### src/rtl/pipe_hazard_ctrl_if.sv
// Pipeline-to-hazard-unit bundle: stage instruction words and memory handshake in, stall controls out.
interface pipe_hazard_ctrl_if;
  logic [31:0] ins_D;
  logic [31:0] ins_E;
  logic [31:0] ins_M;
  logic [4:0]  WD_ADD_E;
  logic        mem_ack;
  logic        stop_F;
  logic        stop_D;
  logic        stop_E;
  logic        stop_M;
  logic        flush_E;
  logic        mem_req;
  logic        md_busy;

  modport master (
    output ins_D, ins_E, ins_M, WD_ADD_E, mem_ack,
    input  stop_F, stop_D, stop_E, stop_M, flush_E, mem_req, md_busy
  );

  modport slave (
    input  ins_D, ins_E, ins_M, WD_ADD_E, mem_ack,
    output stop_F, stop_D, stop_E, stop_M, flush_E, mem_req, md_busy
  );
endinterface

### src/rtl/pipe_hazard_ctrl.sv
// Hazard controller: load-use, hi/lo-after-mult/div and data-memory wait stalls for a 5-stage pipe.
module pipe_hazard_ctrl #(
  parameter int unsigned MUL_CYC = 5,
  parameter int unsigned DIV_CYC = 32
) (
  input  logic                clk,
  input  logic                rst,
  pipe_hazard_ctrl_if.slave   hz
);
  localparam int unsigned MD_W  = 6;
  localparam int unsigned OP_W  = 6;
  localparam int unsigned REG_W = 5;

  typedef enum logic [1:0] {IDLE = 2'd0, MEM_WAIT = 2'd1, MD_BUSY = 2'd2} state_e;

  function automatic logic is_load(input logic [OP_W-1:0] op);
    return (op == 6'h20) || (op == 6'h21) || (op == 6'h23) || (op == 6'h24) || (op == 6'h25);
  endfunction

  function automatic logic is_store(input logic [OP_W-1:0] op);
    return (op == 6'h28) || (op == 6'h29) || (op == 6'h2B);
  endfunction

  function automatic logic is_md(input logic [OP_W-1:0] op, input logic [OP_W-1:0] fn);
    return (op == 6'h00) && (fn >= 6'h18) && (fn <= 6'h1B);
  endfunction

  function automatic logic is_hilo(input logic [OP_W-1:0] op, input logic [OP_W-1:0] fn);
    return ((op == 6'h00) && (fn >= 6'h10) && (fn <= 6'h13)) || is_md(op, fn);
  endfunction

  state_e            mem_state_q, mem_state_d;
  logic [MD_W-1:0]   md_cnt_q, md_cnt_d;

  logic [OP_W-1:0]   op_d, fn_d, op_e, fn_e, op_m;
  logic [REG_W-1:0]  rs_d, rt_d;
  logic              mem_acc_m, mem_stall, load_use, hilo_stall, md_busy_c;
  logic              unused_ins_bits;

  // Field extraction; remaining instruction bits are irrelevant to hazards.
  always_comb begin
    op_d = hz.ins_D[31:26];
    fn_d = hz.ins_D[5:0];
    rs_d = hz.ins_D[25:21];
    rt_d = hz.ins_D[20:16];
    op_e = hz.ins_E[31:26];
    fn_e = hz.ins_E[5:0];
    op_m = hz.ins_M[31:26];
    unused_ins_bits = ^{hz.ins_D[15:6], hz.ins_E[25:6], hz.ins_M[25:0]};
  end

  always_comb begin
    mem_acc_m  = is_load(op_m) || is_store(op_m);
    mem_stall  = mem_acc_m && !hz.mem_ack;
    md_busy_c  = (md_cnt_q != '0);
    hilo_stall = md_busy_c && is_hilo(op_d, fn_d);
    load_use   = is_load(op_e) && (hz.WD_ADD_E != '0) &&
                 ((hz.WD_ADD_E == rs_d) || (hz.WD_ADD_E == rt_d));
  end

  // Stall outputs: a memory wait freezes the whole pipe and must not inject a bubble.
  always_comb begin
    hz.stop_F  = 1'b0;
    hz.stop_D  = 1'b0;
    hz.stop_E  = 1'b0;
    hz.stop_M  = 1'b0;
    hz.flush_E = 1'b0;
    hz.mem_req = mem_stall;
    hz.md_busy = md_busy_c;
    if (mem_stall) begin
      hz.stop_F = 1'b1;
      hz.stop_D = 1'b1;
      hz.stop_E = 1'b1;
      hz.stop_M = 1'b1;
    end else if (load_use || hilo_stall) begin
      hz.stop_F  = 1'b1;
      hz.stop_D  = 1'b1;
      hz.flush_E = 1'b1;
    end
  end

  // Next state: memory wait tracking and the mult/div busy countdown run independently.
  always_comb begin
    mem_state_d = mem_state_q;
    md_cnt_d    = md_cnt_q;
    unique case (mem_state_q)
      IDLE:     if (mem_acc_m && !hz.mem_ack) mem_state_d = MEM_WAIT;
      MEM_WAIT: if (hz.mem_ack) mem_state_d = IDLE;
      default:  mem_state_d = IDLE;
    endcase
    if (md_cnt_q != '0) begin
      md_cnt_d = md_cnt_q - MD_W'(1);
    end else if (is_md(op_e, fn_e) && !hz.stop_E) begin
      md_cnt_d = (fn_e[1] == 1'b0) ? MD_W'(MUL_CYC) : MD_W'(DIV_CYC);
    end
  end

  always_ff @(posedge clk or negedge rst) begin
    if (!rst) begin
      mem_state_q <= IDLE;
      md_cnt_q    <= '0;
    end else begin
      mem_state_q <= mem_state_d;
      md_cnt_q    <= md_cnt_d;
    end
  end
endmodule
### src/flat_wrapper.sv
// flat-port wrapper written by rule: the top's interface ports become plain ports
module pipe_hazard_ctrl_flat 
#(
  parameter int unsigned MUL_CYC = 5,
  parameter int unsigned DIV_CYC = 32
)
  (clk, rst, hz_ins_D, hz_ins_E, hz_ins_M, hz_WD_ADD_E, hz_mem_ack, hz_stop_F, hz_stop_D, hz_stop_E, hz_stop_M, hz_flush_E, hz_mem_req, hz_md_busy);
  pipe_hazard_ctrl_if hz_i ();
  input  logic clk;
  input  logic rst;
  input wire logic [$bits(hz_i.ins_D)-1:0] hz_ins_D;
  input wire logic [$bits(hz_i.ins_E)-1:0] hz_ins_E;
  input wire logic [$bits(hz_i.ins_M)-1:0] hz_ins_M;
  input wire logic [$bits(hz_i.WD_ADD_E)-1:0] hz_WD_ADD_E;
  input wire logic [$bits(hz_i.mem_ack)-1:0] hz_mem_ack;
  output wire logic [$bits(hz_i.stop_F)-1:0] hz_stop_F;
  output wire logic [$bits(hz_i.stop_D)-1:0] hz_stop_D;
  output wire logic [$bits(hz_i.stop_E)-1:0] hz_stop_E;
  output wire logic [$bits(hz_i.stop_M)-1:0] hz_stop_M;
  output wire logic [$bits(hz_i.flush_E)-1:0] hz_flush_E;
  output wire logic [$bits(hz_i.mem_req)-1:0] hz_mem_req;
  output wire logic [$bits(hz_i.md_busy)-1:0] hz_md_busy;
  assign hz_i.ins_D = hz_ins_D;
  assign hz_i.ins_E = hz_ins_E;
  assign hz_i.ins_M = hz_ins_M;
  assign hz_i.WD_ADD_E = hz_WD_ADD_E;
  assign hz_i.mem_ack = hz_mem_ack;
  assign hz_stop_F = hz_i.stop_F;
  assign hz_stop_D = hz_i.stop_D;
  assign hz_stop_E = hz_i.stop_E;
  assign hz_stop_M = hz_i.stop_M;
  assign hz_flush_E = hz_i.flush_E;
  assign hz_mem_req = hz_i.mem_req;
  assign hz_md_busy = hz_i.md_busy;
  pipe_hazard_ctrl #(.MUL_CYC(MUL_CYC), .DIV_CYC(DIV_CYC)) u_core (.clk(clk), .rst(rst), .hz(hz_i));
endmodule
### config.mk
export PLATFORM = sky130hd
export DESIGN_NAME = pipe_hazard_ctrl_flat
export DESIGN_NICKNAME = d
export VERILOG_FILES = /design/src/rtl/pipe_hazard_ctrl_if.sv /design/src/rtl/pipe_hazard_ctrl.sv /design/src/flat_wrapper.sv
export SDC_FILE = /design/constraint.sdc
export NUM_CORES = 1
export LEC_CHECK = 0
export ABC_AREA = 1
export BUFFER_PORTS_ARGS = -buffer_cell sky130_fd_sc_hd__buf_4
export CAP_MARGIN = 15
export CORE_MARGIN = 4
export CORE_UTILIZATION = 30
export DETAILED_ROUTE_END_ITERATION = 10
export PLACE_DENSITY_LB_ADDON = 0.1
export SKIP_LAST_GASP = 1
export SLEW_MARGIN = 15
export SYNTH_ARGS = -nofsm -noshare
export SYNTH_HDL_FRONTEND = slang
export SYNTH_SLANG_ARGS = --single-unit
export TNS_END_PERCENT = 20
### constraint.sdc
create_clock -name clk -period 4.03 [get_ports clk]
set_clock_uncertainty 0.15 [all_clocks]
set_input_delay 0.806 -clock clk [delete_from_list [all_inputs] [get_ports clk]]
set_output_delay 0.806 -clock clk [all_outputs]
set_load 0.03 [all_outputs]
## After elaboration in Yosys (flattened, before gate mapping)

Index checks and enable logic that the tools add are counted.

| storage, ports and cells | value |
|---|---|
| output and inout port bits | 7 |
| word-level logic and storage cells | 62 |
| flip-flop bits (word level) | 6 |
| input bits | 104 |

| operators by class | value |
|---|---|
| reduce and logical (&&, ||, !) cells | 32 |
| add/subtract/negate cells | 1 |
| eq/ne operators | 15 |
| muxes and demuxes | 7 |
| $lt $le $gt $ge | 6 |

Operators by type and width:

| kind | count |
|---|---|
| equality test 6 bit, second input constant | 13 |
| greater-or-equal comparator 6 x 5 -> 1 bit, second input constant | 3 |
| <= comparator 6 x 5 -> 1 bit, second input constant | 3 |
| two-way mux 6 bit | 3 |
| logical OR 1 bit | 14 |
| logical NOT 6 bit | 2 |
| logical AND 1 bit | 11 |
| equality test 5 bit | 2 |
| nonzero test 6 bit | 1 |
| subtractor 6 x 1 -> 6 bit, second input constant | 1 |
| nonzero test 5 bit | 1 |
| two-way mux 1 bit | 4 |
| logical NOT 1 bit | 2 |
| nonzero test 2 bit | 1 |

## Depth between registers and ports, before layout

Gate-level depths: netlist of run 1.

| logic depth | value |
|---|---|
| word-level depth | 12 |
| mapped depth | 9 |
| mapped depth without buffers | 9 |

## Worst setup path after synthesis of run 1

No wires, ideal clock.

| timing path | value |
|---|---|
| path kind | input to output |
| start | in hz_ins_M[27] |
| end | out hz_flush_E |
| data required time | 3.074 ns |
| cell stages on the path | 6 |
| data arrival time | 1.734 ns |
| setup slack | 1.340 ns |
| path buffers | 0 |
| cells stage by stage | inv_1 -> nor2_1 -> nor3_1 -> nand3_1 -> inv_1 -> a21oi_1 |

| between the ends | value |
|---|---|
| longest elaborated chain between the ends | 8 |
| elaborated cells on any way between the ends | 17 |
| classes of those cells | eq/ne: 8; mux: 1; reduce/logical: 8 |

RTL lines:

| what | line | source |
|---|---|---|
| start: declaration | flat_wrapper.sv:13 | `input wire logic [$bits(hz_i.ins_M)-1:0] hz_ins_M;` |
| equality test 6 bit | pipe_hazard_ctrl.sv:17 | `return (op == 6'h20) \|\| (op == 6'h21) \|\| (op == 6'h23) \|\| (op == 6'h24) \|\| (op == 6'h25);` |
| logical OR 1 bit (4 in a row) | pipe_hazard_ctrl.sv:17 |  |
| logical OR 1 bit (*) | pipe_hazard_ctrl.sv:53 | `mem_acc_m = is_load(op_m) \|\| is_store(op_m);` |
| logical AND 1 bit (*) | pipe_hazard_ctrl.sv:54 | `mem_stall = mem_acc_m && !hz.mem_ack;` |
| net hz_mem_req | flat_wrapper.sv:21 | `output wire logic [$bits(hz_i.mem_req)-1:0] hz_mem_req;` |
| two-way mux 1 bit (*) | pipe_hazard_ctrl.sv:70 | `if (mem_stall) begin` |
| end: declaration | flat_wrapper.sv:20 | `output wire logic [$bits(hz_i.flush_E)-1:0] hz_flush_E;` |

The timed path passes the listed nets; every way through them passes the cells marked *.

## Worst setup path after layout of run 1

| timing path | value |
|---|---|
| start | in hz_WD_ADD_E[0] |
| end | out hz_flush_E |

| between the ends | value |
|---|---|
| longest elaborated chain between the ends | 6 |
| elaborated cells on any way between the ends | 9 |
| classes of those cells | eq/ne: 2; mux: 2; reduce/logical: 5 |

RTL lines:

| what | line | source |
|---|---|---|
| start: declaration | flat_wrapper.sv:14 | `input wire logic [$bits(hz_i.WD_ADD_E)-1:0] hz_WD_ADD_E;` |
| equality test 5 bit / nonzero test 5 bit (equally long branches) | pipe_hazard_ctrl.sv:58, pipe_hazard_ctrl.sv:57 |  |
| logical OR 1 bit / logical AND 1 bit (equally long branches) | pipe_hazard_ctrl.sv:58, pipe_hazard_ctrl.sv:57 |  |
| logical AND 1 bit (*) | pipe_hazard_ctrl.sv:57 | `load_use = is_load(op_e) && (hz.WD_ADD_E != '0) &&` |
| logical OR 1 bit (*) | pipe_hazard_ctrl.sv:75 | `end else if (load_use \|\| hilo_stall) begin` |
| two-way mux 1 bit (*) | pipe_hazard_ctrl.sv:75 |  |
| two-way mux 1 bit (*) | pipe_hazard_ctrl.sv:70 |  |

Mark *: on every way between the ends. The rest lies on a longest branch, timed or not.

==> results.toml, run 1 <==
[power_and_ir_drop]
power_leakage_uw = 0.000646
ir_drop_mv = 0.200
p_per_area_mw_per_mm2 = 342

[routing]
detail-route-antenna-nets = 0
drt_iter0_drc = 19
viasPerCell = 4.39
routed_wl_um = 1730
first_pass_iters = 4
num_vias = 857
wl_per_cell_um = 8.88
remaining_drc_errors = 0

[final_layout]
largest_register = "u_core.md_cnt_q"
drive_gt1_share_pct = 40.7
num_antenna_cells = 0
num-nets-final = 274
area_growth_pct = 59.7
largest_reg_flops = 6
fill_cells = 230
utilization_pct = 50.1
reg_top3 = "u_core.md_cnt_q x6"

[worst_setup_path]
cp_max_fo = 5
reg2regPathDepth = 9
r2r-start = "u_core.md_cnt_q[0]"
critPathLaunchType = "input port"
rrSetupSlack_ns = 2.44
crit_slowest_cell = "buf_4"
rr_endpoint = "u_core.md_cnt_q[0]"
crit_top_cell = "nor2_1"
slowest_delay_ns = 0.18
critPathTopFamily = "simple AND/OR/NAND/NOR gates"
worst_ep_required_time_ns = 3.07
timing.setup.critical_path_class = "input port to output port"
path_cells = "buf_4 -> nor2_1 -> nor2_1 -> nor2_1 -> nand3_1 -> nand2_1 -> nand2_1 -> a21oi_1 -> buf_4"
worst-path-buf-inv = 2
cp.arrival_ns = 1.67
end_kind = "output port"

[die]
chipWidth_um = 55.9
ioPinCount = 111
rows = 17
die_h_um = 55.9
die_area_sq_mm = 0.00312
initial_core_util_pct = 31.4
coreArea_sq_mm = 0.00219

[clock_tree]
root_buffer = "clkbuf_4"
cts_setup_buffers = 0
htree_levels = 1
post_cts_resized = 0
ctsHoldBuffers = 0
cts.path.max_buffers = 2
clk_pin_slew_ns = 0.05
insertion_delay_ns = 0.24
cts_buffers = 3
cts_tree = "done"
cts.sinks = 6

[place]
place_congestion = 0.815
io_buffers = 50
dp.final_hpwl_um = 1580

[logic_synthesis]
ys_ff_latch = 6
yosys-top-cells-area = "dfrtp_1 (22%), nand2_1 (15%), nor2_1 (10%)"
ys_seq_area_share_pct = 21.9
synthFlopType = "dfrtp_1"
yosysWarnings = 0
synth_cell_type_count = 21
synth.top_cell.area_share_pct = 21.9
synthArstFlopShare_pct = 100
yosys.area.top_type = "dfrtp_1"
synthesis.nets = 222
syn_inst = 117
synth_area_per_cell_sq_um = 5.87
synth_edf_count = 0
synth_top_cells_by_count = "nand2_1 (28), nor2_1 (19), inv_1 (18)"
synth.most_common_cell = "nand2_1"
syn_area_sq_um = 687

[grt]
grt_pass1_wl_um = 2880
grt_usage_pct = 11.1
antenna_found_initial = 0
gr-total-overflow = 0
grt_pass1_vias = 730
grt_start_max_net_pins = 7

[flow_run]
maxCapViolCount = 0

[timing]
tightest_slew_ns = 0.314
setup_violations = 0
setup_tns_ns = 0
fin_crit_ns = 2.63
hold_violations = 0
rsz0062_at_grt = "no"
slew_violations = 0
relSlewSlack_pct = 78.9
fmax_ghz = 0.380
final.period_utilization_pct = 65.3

[hold_path]
min_path_type = "input port to async pin"

[run_status]
status = "complete, no violations"
[layout make-up]
type	count	area, sq um	area share (%)
inverters	25	93.8	8.55
multi-input cells	83	420	38.3
clock buffers	3	22.5	2.05
flip-flops and latches	6	150	13.7
well taps	28	35.0	3.19
repair buffers	50	375	34.2
[worst reg2reg max path: stages (launching register included)]
cell,delay [ns]
dfrtp_1,0.39
inv_1,0.10
ha_1,0.18
nand2_1,0.08
inv_2,0.09
nand3_4,0.10
or2_4,0.26
o21ai_2,0.06
nand2_2,0.06
o21ai_2,0.05
[stage by stage]
step	hold slack [ns]	setup WS, ns	std cells	total power [uW]	area, sq um
final	0.209	1.40	195	375	1100
after global routing	0.201	1.25	195	421	1100
after CTS	0.202	1.38	195	382	1100
after detailed placement	0.401	1.39	192	326	1070
after global placement	0.393	1.39	192	322	1070
after floorplan	0.358	1.34	117	262	687
[how the worst max path moves through the flow]
stage / start / cells after the start / slack (ns) / endpoint
2_1_floorplan: hz_ins_M[27] / 6 / 1.34 / hz_flush_E
4_1_cts: hz_WD_ADD_E[0] / 9 / 1.38 / hz_flush_E
3_3_place_gp: hz_WD_ADD_E[0] / 9 / 1.39 / hz_flush_E
6_report: hz_WD_ADD_E[0] / 9 / 1.40 / hz_flush_E
5_1_grt: hz_WD_ADD_E[2] / 8 / 1.25 / hz_stop_F
3_5_place_dp: hz_WD_ADD_E[0] / 9 / 1.39 / hz_flush_E
[cell usage in the layout (no fill, tap or decap), types with 2 or more instances in the layout]
cell type and count:
clkbuf_4 3, inv_2 7, buf_4 50, nand4_1 2, o21ai_1 2, nand2_1 28
o21ai_0 5, xnor2_1 3, nor2_1 19, nand2_2 2, o21ai_2 2, nand3_1 9
nor3_1 4, inv_1 18, dfrtp_1 6
[where the power goes]
part	internal [uW]	total, uW	switching [uW]
Sequential	92.8	116	23.2
Combinational	101	206	105
Clock	33.6	53.5	19.9
Total	227	375	148
[cell families after synthesis]
kind of cell,count (synthesis),share of synthesized area (%)
adders and majority gates,1,1.82
and+or+nand+nor,68,45.4
AOI/OAI and AO/OA,11,10.2
buffers and inverters,28,16.9
xor gates and xnor gates,3,3.83
DFF,6,21.9
[metal layers]
| layer | up-vias | part of all wire (%) | GRT usage [%] |
|---|---|---|---|
| met5 | - | 0 | 0 |
| met2 | 38 | 45 | 19.3 |
| met1 | 359 | 41 | 13.0 |
| met4 | 0 | 0.46 | 2.03 |
| met3 | 2 | 13 | 4.41 |
| li1 | 458 | - | - |
Note: power is estimated with default switching activity, not from simulation.
==> run 2: changes to the inputs <==
--- a/config.mk
+++ b/config.mk
@@ -9,7 +9,7 @@
 export BUFFER_PORTS_ARGS = -buffer_cell sky130_fd_sc_hd__buf_4
 export CAP_MARGIN = 15
 export CORE_MARGIN = 4
-export CORE_UTILIZATION = 30
+export CORE_UTILIZATION = 28
 export DETAILED_ROUTE_END_ITERATION = 10
 export PLACE_DENSITY_LB_ADDON = 0.1
 export SKIP_LAST_GASP = 1
==> constraint.sdc (replaced) <==
create_clock -name clk -period 2.6 [get_ports clk]
set_clock_uncertainty 0.15 [all_clocks]
set_input_delay 0.52 -clock clk [delete_from_list [all_inputs] [get_ports clk]]
set_output_delay 0.52 -clock clk [all_outputs]
set_load 0.03 [all_outputs]
==> results.toml, run 2 (synthesized netlist as in run 1, its figures left out) <==
[power_and_ir_drop]
p_per_area_mw_per_mm2 = 527
ir_drop_mv = 0.399
power_leakage_uw = 0.000650

[routing]
detail-route-antenna-nets = 0
drt_iter0_drc = 22
viasPerCell = 4.33
num_vias = 848
first_pass_iters = 4
remaining_drc_errors = 0
routed_wl_um = 1790
wl_per_cell_um = 9.15

[die]
initial_core_util_pct = 30.2
ioPinCount = 111
coreArea_sq_mm = 0.00228
rows = 17
die_area_sq_mm = 0.00331
chipWidth_um = 57.5
die_h_um = 57.5

[timing]
fin_crit_ns = 2.29
fmax_ghz = 0.437
final.period_utilization_pct = 88.0
slew_violations = 0
tightest_slew_ns = 0.302
setup_tns_ns = 0
relSlewSlack_pct = 79.7
rsz0062_at_grt = "no"
setup_violations = 0
hold_violations = 0

[final_layout]
num_antenna_cells = 0
layout_commonest_cell = "buf_4"
num-nets-final = 275
utilization_pct = 48.7
largest_register = "u_core.md_cnt_q"
fill_cells = 241
area_growth_pct = 61.2
reg_top3 = "u_core.md_cnt_q x6"
largest_reg_flops = 6
drive_gt1_share_pct = 40.5
final_cell_mix = "buf_4 (50), nand2_1 (28), nor2_1 (19)"

[clock_tree]
root_buffer = "clkbuf_4"
insertion_delay_ns = 0.24
cts.sinks = 6
cts_tree = "done"
cts_buffers = 3
cts_setup_buffers = 0
cts.path.max_buffers = 2
htree_levels = 1
clk_pin_slew_ns = 0.04

[worst_setup_path]
worst_ep_required_time_ns = 1.93
worst-path-buf-inv = 3
critPathTopFamily = "simple AND/OR/NAND/NOR gates"
slowest_delay_ns = 0.40
cp.arrival_ns = 1.62
crit_slowest_cell = "dfrtp_1"
path_cells = "inv_1 -> ha_1 -> nand2_1 -> inv_2 -> nand3_4 -> nand3_1 -> nand3_1 -> buf_4"
crit_top_cell = "nand3_1"
end_kind = "output port"
cp_max_fo = 5
timing.setup.critical_path_class = "flip-flop to output port"
critPathLaunchType = "flip-flop"

[grt]
grt_start_max_net_pins = 7
grt_usage_pct = 11.4
grt_pass1_wl_um = 3000
antenna_found_initial = 0
grt_pass1_vias = 767
gr-total-overflow = 0

[hold_path]
min_path_type = "flip-flop to flip-flop"

[place]
place_congestion = 0.778
io_buffers = 50
dp.final_hpwl_um = 1630

[run_status]
status = "complete, no violations"

[flow_run]
maxCapViolCount = 0
-- run 2: stage by stage --
step	area, sq um	power, uW	hold slack, ns	setup WS, ns	cells
6_report	1110	584	0.405	0.311	196
5_1_grt	1110	651	0.438	0.187	196
3_3_place_gp	1070	503	0.178	0.552	192
4_1_cts	1110	595	0.413	0.288	196
2_1_floorplan	687	406	0.0744	0.316	117
3_5_place_dp	1070	507	0.179	0.531	192
-- run 2: power by group --
group / internal, uW / total [uW] / leakage, uW / switching, uW
sequential: 144 / 182 / 0.0000714 / 38.6
combinational: 156 / 319 / 0.000565 / 163
clock: 52.0 / 82.0 / 0.0000138 / 30.0
-- run 2: what timing repair did --
item	CTS	global route
hold buffers	1	0
endpoints found under the hold margin	6	0
gates resized for setup	0	0
-- run 2: layout make-up --
type | count | area (sq um) | share of cell area (%)
Clock buffer | 3 | 22.5 | 2.03
Inverter | 25 | 93.8 | 8.47
Multi-Input combinational cell | 83 | 420 | 38.0
Sequential cell | 6 | 150 | 13.6
Tap cell | 28 | 35.0 | 3.16
Timing Repair Buffer | 51 | 385 | 34.8
-- run 2: path summary, 6_finish.rpt --
path / start / end / slack [ns] / cells past startpoint
max reg2reg: u_core.md_cnt_q[0] / u_core.md_cnt_q[0] / 1.01 / 9
min reg2reg: u_core.md_cnt_q[1] / u_core.md_cnt_q[1] / 0.41 / 2
max: u_core.md_cnt_q[0] / hz_stop_D / 0.31 / 8
min in group asynchronous: rst / u_core.md_cnt_q[5] / 0.47 / 2
max in group asynchronous: rst / u_core.md_cnt_q[2] / 1.71 / 2
min: u_core.md_cnt_q[1] / u_core.md_cnt_q[1] / 0.41 / 2
-- run 2: worst reg2reg max path, cell delays in order (launching register included) --
cell     delay, ns
dfrtp_1       0.40
inv_1         0.10
ha_1          0.17
nand2_1       0.08
inv_2         0.09
nand3_4       0.09
or2_4         0.26
o21ai_2       0.07
nand2_2       0.07
o21ai_2       0.05
-- run 2: per-layer routing --
layer / share of wire [%] / GRT usage (%) / wire, um / up-vias
li1: - / - / - / 462
met1: 42 / 13.6 / 761 / 340
met2: 42 / 17.7 / 747 / 46
met3: 16 / 6.56 / 284 / 0
met4: 0 / 1.99 / 0 / 0
met5: 0 / 0 / 0 / -
